[config.mk]
export PLATFORM = sky130hd
export DESIGN_NAME = multi_clk_div
export DESIGN_NICKNAME = d
export VERILOG_FILES = /design/src/rtl/multi_clk_div_pkg.sv /design/src/rtl/multi_clk_div_chan.sv /design/src/rtl/multi_clk_div.sv
export SDC_FILE = /design/constraint.sdc
export NUM_CORES = 1
export LEC_CHECK = 0
export CELL_PAD_IN_SITES_DETAIL_PLACEMENT = 1
export CELL_PAD_IN_SITES_GLOBAL_PLACEMENT = 1
export CORE_ASPECT_RATIO = 1.75
export CORE_MARGIN = 2
export CORE_UTILIZATION = 42
export CTS_CLUSTER_SIZE = 25
export DETAILED_ROUTE_END_ITERATION = 10
export GPL_ROUTABILITY_DRIVEN = 1
export PLACE_DENSITY_LB_ADDON = 0.1
export SLEW_MARGIN = 20
export SYNTH_ARGS = -nofsm -noshare
export SYNTH_HDL_FRONTEND = slang
export SYNTH_SLANG_ARGS = --single-unit
export TNS_END_PERCENT = 10
[constraint.sdc]
create_clock -name clk -period 13.68 [get_ports clk]
set_input_delay 2.736 -clock clk [delete_from_list [all_inputs] [get_ports clk]]
set_output_delay 2.736 -clock clk [all_outputs]
set_load 0.05 [all_outputs]
[src/rtl/multi_clk_div_pkg.sv]
// Shared constants, per-channel configuration record and the half-period helper for multi_clk_div.
// Optional lock gating is enabled with the MULTI_CLK_DIV_LOCK_GATE_EN macro (see clk_div_chan).
package multi_clk_div_pkg;

    localparam int unsigned MIN_DIV = 2;

    // Divide ratios are carried zero-extended to MAX_W so the record and helper are width-agnostic.
    // W must stay below MAX_W so that div+1 cannot overflow.
    localparam int unsigned MAX_W = 64;

    typedef struct packed {
        logic [MAX_W-1:0] div;
        logic             en;
    } chan_cfg_t;

    function automatic logic [MAX_W-1:0] half_up(input logic [MAX_W-1:0] div);
        return (div + MAX_W'(1)) >> 1;
    endfunction

endpackage

[src/rtl/multi_clk_div_chan.sv]
// One divider channel: counter, single pending-config slot, registered tick and square wave.
// With MULTI_CLK_DIV_LOCK_GATE_EN defined, a 'locked' input holds the channel idle until it rises.
module clk_div_chan
    import multi_clk_div_pkg::*;
#(
    parameter int unsigned     W         = 32,
    parameter longint unsigned RESET_DIV = 50_000_000,
    parameter logic            EN_RESET  = 1'b1
) (
    input  logic         clk,
    input  logic         rst,
`ifdef MULTI_CLK_DIV_LOCK_GATE_EN
    input  logic         locked,
`endif
    input  logic         acc_i,
    input  logic [W-1:0] acc_div_i,
    input  logic         acc_en_i,
    output logic         pend_valid_o,
    output logic         tick_o,
    output logic         sq_o
);

    logic [W-1:0]     cnt_q, cnt_d;
    logic [MAX_W-1:0] div_q, div_d;
    logic             en_q, en_d;
    logic             started_q, started_d;
    logic             pend_valid_q, pend_valid_d;
    chan_cfg_t        pend_q, pend_d;
    logic             tick_q, tick_d;
    logic             sq_q, sq_d;

    logic             run;
    logic             wrap;
    logic [W-1:0]     cntInc;

`ifdef MULTI_CLK_DIV_LOCK_GATE_EN
    assign run = locked;
`else
    assign run = 1'b1;
`endif

    assign cntInc = cnt_q + W'(1);
    assign wrap   = (MAX_W'(cnt_q) == (div_q - MAX_W'(1)));

    // started_q keeps sq low until the first full period after reset, enable or lock.
    always_comb begin
        cnt_d        = cnt_q;
        div_d        = div_q;
        en_d         = en_q;
        started_d    = started_q;
        pend_valid_d = pend_valid_q;
        pend_d       = pend_q;
        tick_d       = 1'b0;
        sq_d         = sq_q;

        if (acc_i) begin
            pend_d.div   = MAX_W'(acc_div_i);
            pend_d.en    = acc_en_i;
            pend_valid_d = 1'b1;
        end

        if (!run) begin
            cnt_d     = '0;
            sq_d      = 1'b0;
            started_d = 1'b0;
        end else if (!en_q) begin
            cnt_d     = '0;
            sq_d      = 1'b0;
            started_d = 1'b0;
            if (pend_valid_q) begin
                div_d        = pend_q.div;
                en_d         = pend_q.en;
                pend_valid_d = 1'b0;
                if (pend_q.en) begin
                    tick_d    = 1'b1;
                    sq_d      = 1'b1;
                    started_d = 1'b1;
                end
            end
        end else if (wrap) begin
            cnt_d     = '0;
            tick_d    = 1'b1;
            sq_d      = 1'b1;
            started_d = 1'b1;
            if (pend_valid_q) begin
                div_d        = pend_q.div;
                en_d         = pend_q.en;
                pend_valid_d = 1'b0;
                if (!pend_q.en) begin
                    tick_d    = 1'b0;
                    sq_d      = 1'b0;
                    started_d = 1'b0;
                end
            end
        end else begin
            cnt_d = cntInc;
            sq_d  = started_q && (MAX_W'(cntInc) < half_up(div_q));
        end
    end

    always_ff @(posedge clk) begin
        if (rst) begin
            cnt_q        <= '0;
            div_q        <= MAX_W'(RESET_DIV);
            en_q         <= EN_RESET;
            started_q    <= 1'b0;
            pend_valid_q <= 1'b0;
            pend_q       <= '0;
            tick_q       <= 1'b0;
            sq_q         <= 1'b0;
        end else begin
            cnt_q        <= cnt_d;
            div_q        <= div_d;
            en_q         <= en_d;
            started_q    <= started_d;
            pend_valid_q <= pend_valid_d;
            pend_q       <= pend_d;
            tick_q       <= tick_d;
            sq_q         <= sq_d;
        end
    end

    assign pend_valid_o = pend_valid_q;
    assign tick_o       = tick_q;
    assign sq_o         = sq_q;

endmodule

[src/rtl/multi_clk_div.sv]
// NCH-channel clock-enable generator: config decode, ready mux and error pulse around clk_div_chan.
// Define MULTI_CLK_DIV_LOCK_GATE_EN to add the 'locked' input that gates every channel.
module multi_clk_div
    import multi_clk_div_pkg::*;
#(
    parameter int unsigned     NCH       = 3,
    parameter int unsigned     W         = 32,
    parameter longint unsigned RESET_DIV = 50_000_000,
    parameter logic [NCH-1:0]  EN_INIT   = '1,
    localparam int unsigned    CHW       = (NCH > 1) ? $clog2(NCH) : 1
) (
    input  logic           clk,
    input  logic           rst,
`ifdef MULTI_CLK_DIV_LOCK_GATE_EN
    input  logic           locked,
`endif
    input  logic           cfg_valid,
    output logic           cfg_ready,
    input  logic [CHW-1:0] cfg_ch,
    input  logic [W-1:0]   cfg_div,
    input  logic           cfg_en,
    output logic           cfg_err,
    output logic [NCH-1:0] tick,
    output logic [NCH-1:0] sq
);

    logic [NCH-1:0]      pendValid;
    logic [NCH-1:0]      chAcc;
    logic [(2**CHW)-1:0] pendPad;
    logic                chValid;
    logic                divOk;
    logic                accept;
    logic                err_q, err_d;

    // Channel numbers beyond NCH read as ready so such requests complete and are flagged as errors.
    always_comb begin
        pendPad = '0;
        for (int i = 0; i < NCH; i++) begin
            pendPad[i] = pendValid[i];
        end
    end

    assign chValid   = (32'(cfg_ch) < NCH);
    assign divOk     = (cfg_div >= W'(MIN_DIV));
    assign cfg_ready = !pendPad[cfg_ch];
    assign accept    = cfg_valid && cfg_ready;

    always_comb begin
        err_d = accept && (!divOk || !chValid);
    end

    always_ff @(posedge clk) begin
        if (rst) begin
            err_q <= 1'b0;
        end else begin
            err_q <= err_d;
        end
    end

    assign cfg_err = err_q;

    for (genvar i = 0; i < NCH; i++) begin : g_chan
        assign chAcc[i] = accept && divOk && (cfg_ch == CHW'(i));

        clk_div_chan #(
            .W         (W),
            .RESET_DIV (RESET_DIV),
            .EN_RESET  (EN_INIT[i])
        ) u_chan (
            .clk          (clk),
            .rst          (rst),
`ifdef MULTI_CLK_DIV_LOCK_GATE_EN
            .locked       (locked),
`endif
            .acc_i        (chAcc[i]),
            .acc_div_i    (cfg_div),
            .acc_en_i     (cfg_en),
            .pend_valid_o (pendValid[i]),
            .tick_o       (tick[i]),
            .sq_o         (sq[i])
        );
    end

endmodule

==> out/results.tsv <==
stage	metric	value	unit
run_status	status	finished clean	
cells_and_area	Finished Layout Cells	2873	
floorplan	Ports	46	
clocking	Max Buffers Root-to-Sink	3	
synthesis	Synth area leaders	dfxtp_1, xnor2_1, ha_1	
global_routing	global route total overflow	0	
clocking	postcts setup bufs	0	
worst_setup_path	CP Launch Type	input port	
clocking	clk sinks	307	
timing	pin slew with the least headroom to its limit	1010	ps
route	Final ANT Viol Nets	0	
timing	Worst slew margin	31.9	%
floorplan	row count	103	
worst_setup_path	slowest stage delay, CP	840	ps
synthesis	Post-synth EDFFs	0	
timing	f_max	134	MHz
route	# DRC	0	
synthesis	Mapped Area	19200	µm²
flow_run	Max-Cap Viols	0	
worst_setup_path	R2R setup slack	7850	ps
timing	clk_skew	21.8	ps
worst_setup_path	most used cell along the critical path	clkdlybuf4s50_1	
worst_setup_path	CP arrival	4720	ps
cells_and_area	commonest non-fill, non-tap cell in the layout	dfxtp_1	
global_routing	pin count of the biggest net entering global routing	74	
clocking	H-tree levels	1	
place	Final GP Congestion	1.05	
cells_and_area	share of layout cells above drive strength 1	4.49	%
worst_setup_path	CP max stage cell	clkdlybuf4s50_1	
timing	Tcrit/Tclk final	54.5	%
floorplan	core area	45100	µm²
timing	Setup Viol. Count Final	0	
worst_setup_path	Critical Path, Cell by Cell	clkdlybuf4s50_1, mux2i_1, nor2_1, a31oi_1, clkdlybuf4s50_1	
timing	setup TNS	0	ps
route	Routed WL per cell	21.1	µm
cells_and_area	Final Core Density	46.2	%
synthesis	ys flop type	dfxtp_1	
clocking	Worst-Skew Late Latency	580	ps
clocking	Clk pin slew, worst setup/hold paths	60	ps
timing	Final min period	7460	ps
worst_setup_path	crit path max fanout	5	
worst_setup_path	CP Capture Type	output pin	
synthesis	syn_nets	2504	
global_routing	antenna violations before repair	2	
floorplan	Die H	287	µm
power	leakage	8.42	nW
synthesis	Gate Count Post-Synth	2361	
clocking	CTS buffer count	30	
synthesis	Yosys top cell area share	32.0	%
route	Iter 0 DRT Violations	677	
place	Cells after DPL	2819	
synthesis	cell taking the most area after synthesis	dfxtp_1	
cells_and_area	most frequent cells in the layout	dfxtp_1, nor2_1, nand2_1	
place	PortBufs	45	
power	PD cells	89.8	nW/µm²
power	Max IR drop VDD	0.106	mV
worst_setup_path	worst setup path class	input port to output pin	
clocking	Root Buffer	clkbuf_16	
worst_setup_path	Buffers & Inverters on Critical Path	2	
clocking	CTS tree	built	
synthesis	flops & latches, synth	307	
synthesis	YS warnings	0	
route	vias post-DR	16700	
synthesis	syn avg cell area	8.13	µm²
worst_setup_path	CP delay by family, top	buffers and inverters	
timing	Hold WS	455	ps
clocking	CTS Hold Bufs	0	
synthesis	sequential area share after synthesis	32.0	%
cells_and_area	Nets	2417	
cells_and_area	antenna fix cells	0	
route	post-DR vias/cell	5.80	
global_routing	gr usage total	25.2	%
global_routing	first-pass GRT wire length	96.3	mm
timing	Hold Fails Final Rpt	0	
floorplan	Die X	166	µm
synthesis	Synth async-reset ratio	0	%
floorplan	Initial Util	42.6	%
route	Routed WL	60.7	mm
timing	unrepaired setup endpoints after global routing	false	
place	hpwl dp	46.9	mm
hold_path	type of the worst min-delay path	flip-flop to flip-flop	
floorplan	DIE AREA	47500	µm²
clocking	post-CTS sizing	0	
global_routing	vias in the first global route	17400	
synthesis	number of distinct library cells after synthesis	78	
cells_and_area	Area Overhead vs Synth	8.42	%
route	iteration count of the initial detailed-routing pass	4	
worst_setup_path	worst path required time	10940	ps
timing	Slew Limit Fails	0	
## sequential cells by signal (all words and copies together) (netlist names)
signal and count:
cfg_err 1, g_chan.u_chan.cnt_q 96, g_chan.u_chan.pend_valid_o 3, g_chan.u_chan.en_q 3
g_chan.u_chan.tick_o 3, g_chan.u_chan.started_q 3, g_chan.u_chan.sq_o 3, g_chan.u_chan.div_q 96
g_chan.u_chan.pend_q 99
## kinds of logic after synthesis
logic type	count (synthesis)	share of synthesized area [%]
compound gates	309	10.2
xor+xnor	298	13.6
fa+ha+maj	105	6.84
buf+inv	218	4.59
flops	307	32.0
mux	115	6.02
simple gates	1009	26.8
## layer usage
layer / GRT usage [%] / wire (µm)
met3: 2.97 / 1770
met1: 26.8 / 23100
met2: 47.9 / 32100
met5: 0 / 27
met4: 13.8 / 3650
## synth_stat cells, drive strengths merged (35+ instances only)
cell type and instances:
a21oi 117, and2 42, and3 75, clkbuf 158
dfxtp 307, ha 105, inv 35, mux2i 111
nand2 189, nand3 141, nand4 58, nor2 253
nor2b 44, nor3 72, nor4 36, o21ai 65
xnor2 163, xor2 135
## power breakdown
group | total, mW | leakage [nW] | switching (mW) | internal, mW
clock | 0.859 | 0.482 | 0.371 | 0.488
sequential | 0.917 | 2.48 | 0.0103 | 0.907
combinational | 0.0934 | 5.45 | 0.0608 | 0.0326
## final cells by class
class                      instances  area, µm²
clock inverter                    14        163
inverter                          35        131
sequential                       307       6150
tap                              577        722
timing repair buffer              64        594
fill                            5481      24300
clock buffer                      40        840
multi-input combinational       1836      12200
## worst reg2reg max path: stages, from the launching register on
cell and delay [ps]:
dfxtp_1 430, or4_1 710, nor4_4 480, nand3_1 250, nor2_1 150, ha_1 250, xnor2_1 140, nor4_1 410
o211ai_1 150, a2111oi_0 600, nand4b_1 290, a2111oi_2 610, and2_1 240, nand3b_1 560, buf_4 370, nor2b_1 70
## through the flow
step | power, mW | setup slack [ps] | cell area (µm²)
after detailed placement | 1.03 | 6250 | 19800
after global routing | 1.94 | 6140 | 20800
final | 1.87 | 6220 | 20800
after floorplan | 0.986 | 6960 | 19200
after global placement | 1.03 | 6300 | 19800
after CTS | 1.90 | 6250 | 20800
## worst paths after layout
check	from	cells past startpoint	endpoint
setup reg to reg	g_chan[1].u_chan.div_q[16]	15	g_chan[1].u_chan.cnt_q[29]
hold reg to reg	g_chan[0].u_chan.pend_q[29]	2	g_chan[0].u_chan.pend_q[29]
hold / removal	g_chan[0].u_chan.pend_q[29]	2	g_chan[0].u_chan.pend_q[29]
setup / recovery	cfg_ch[1]	5	cfg_ready
No activity file was read; power rests on OpenSTA's default activity.
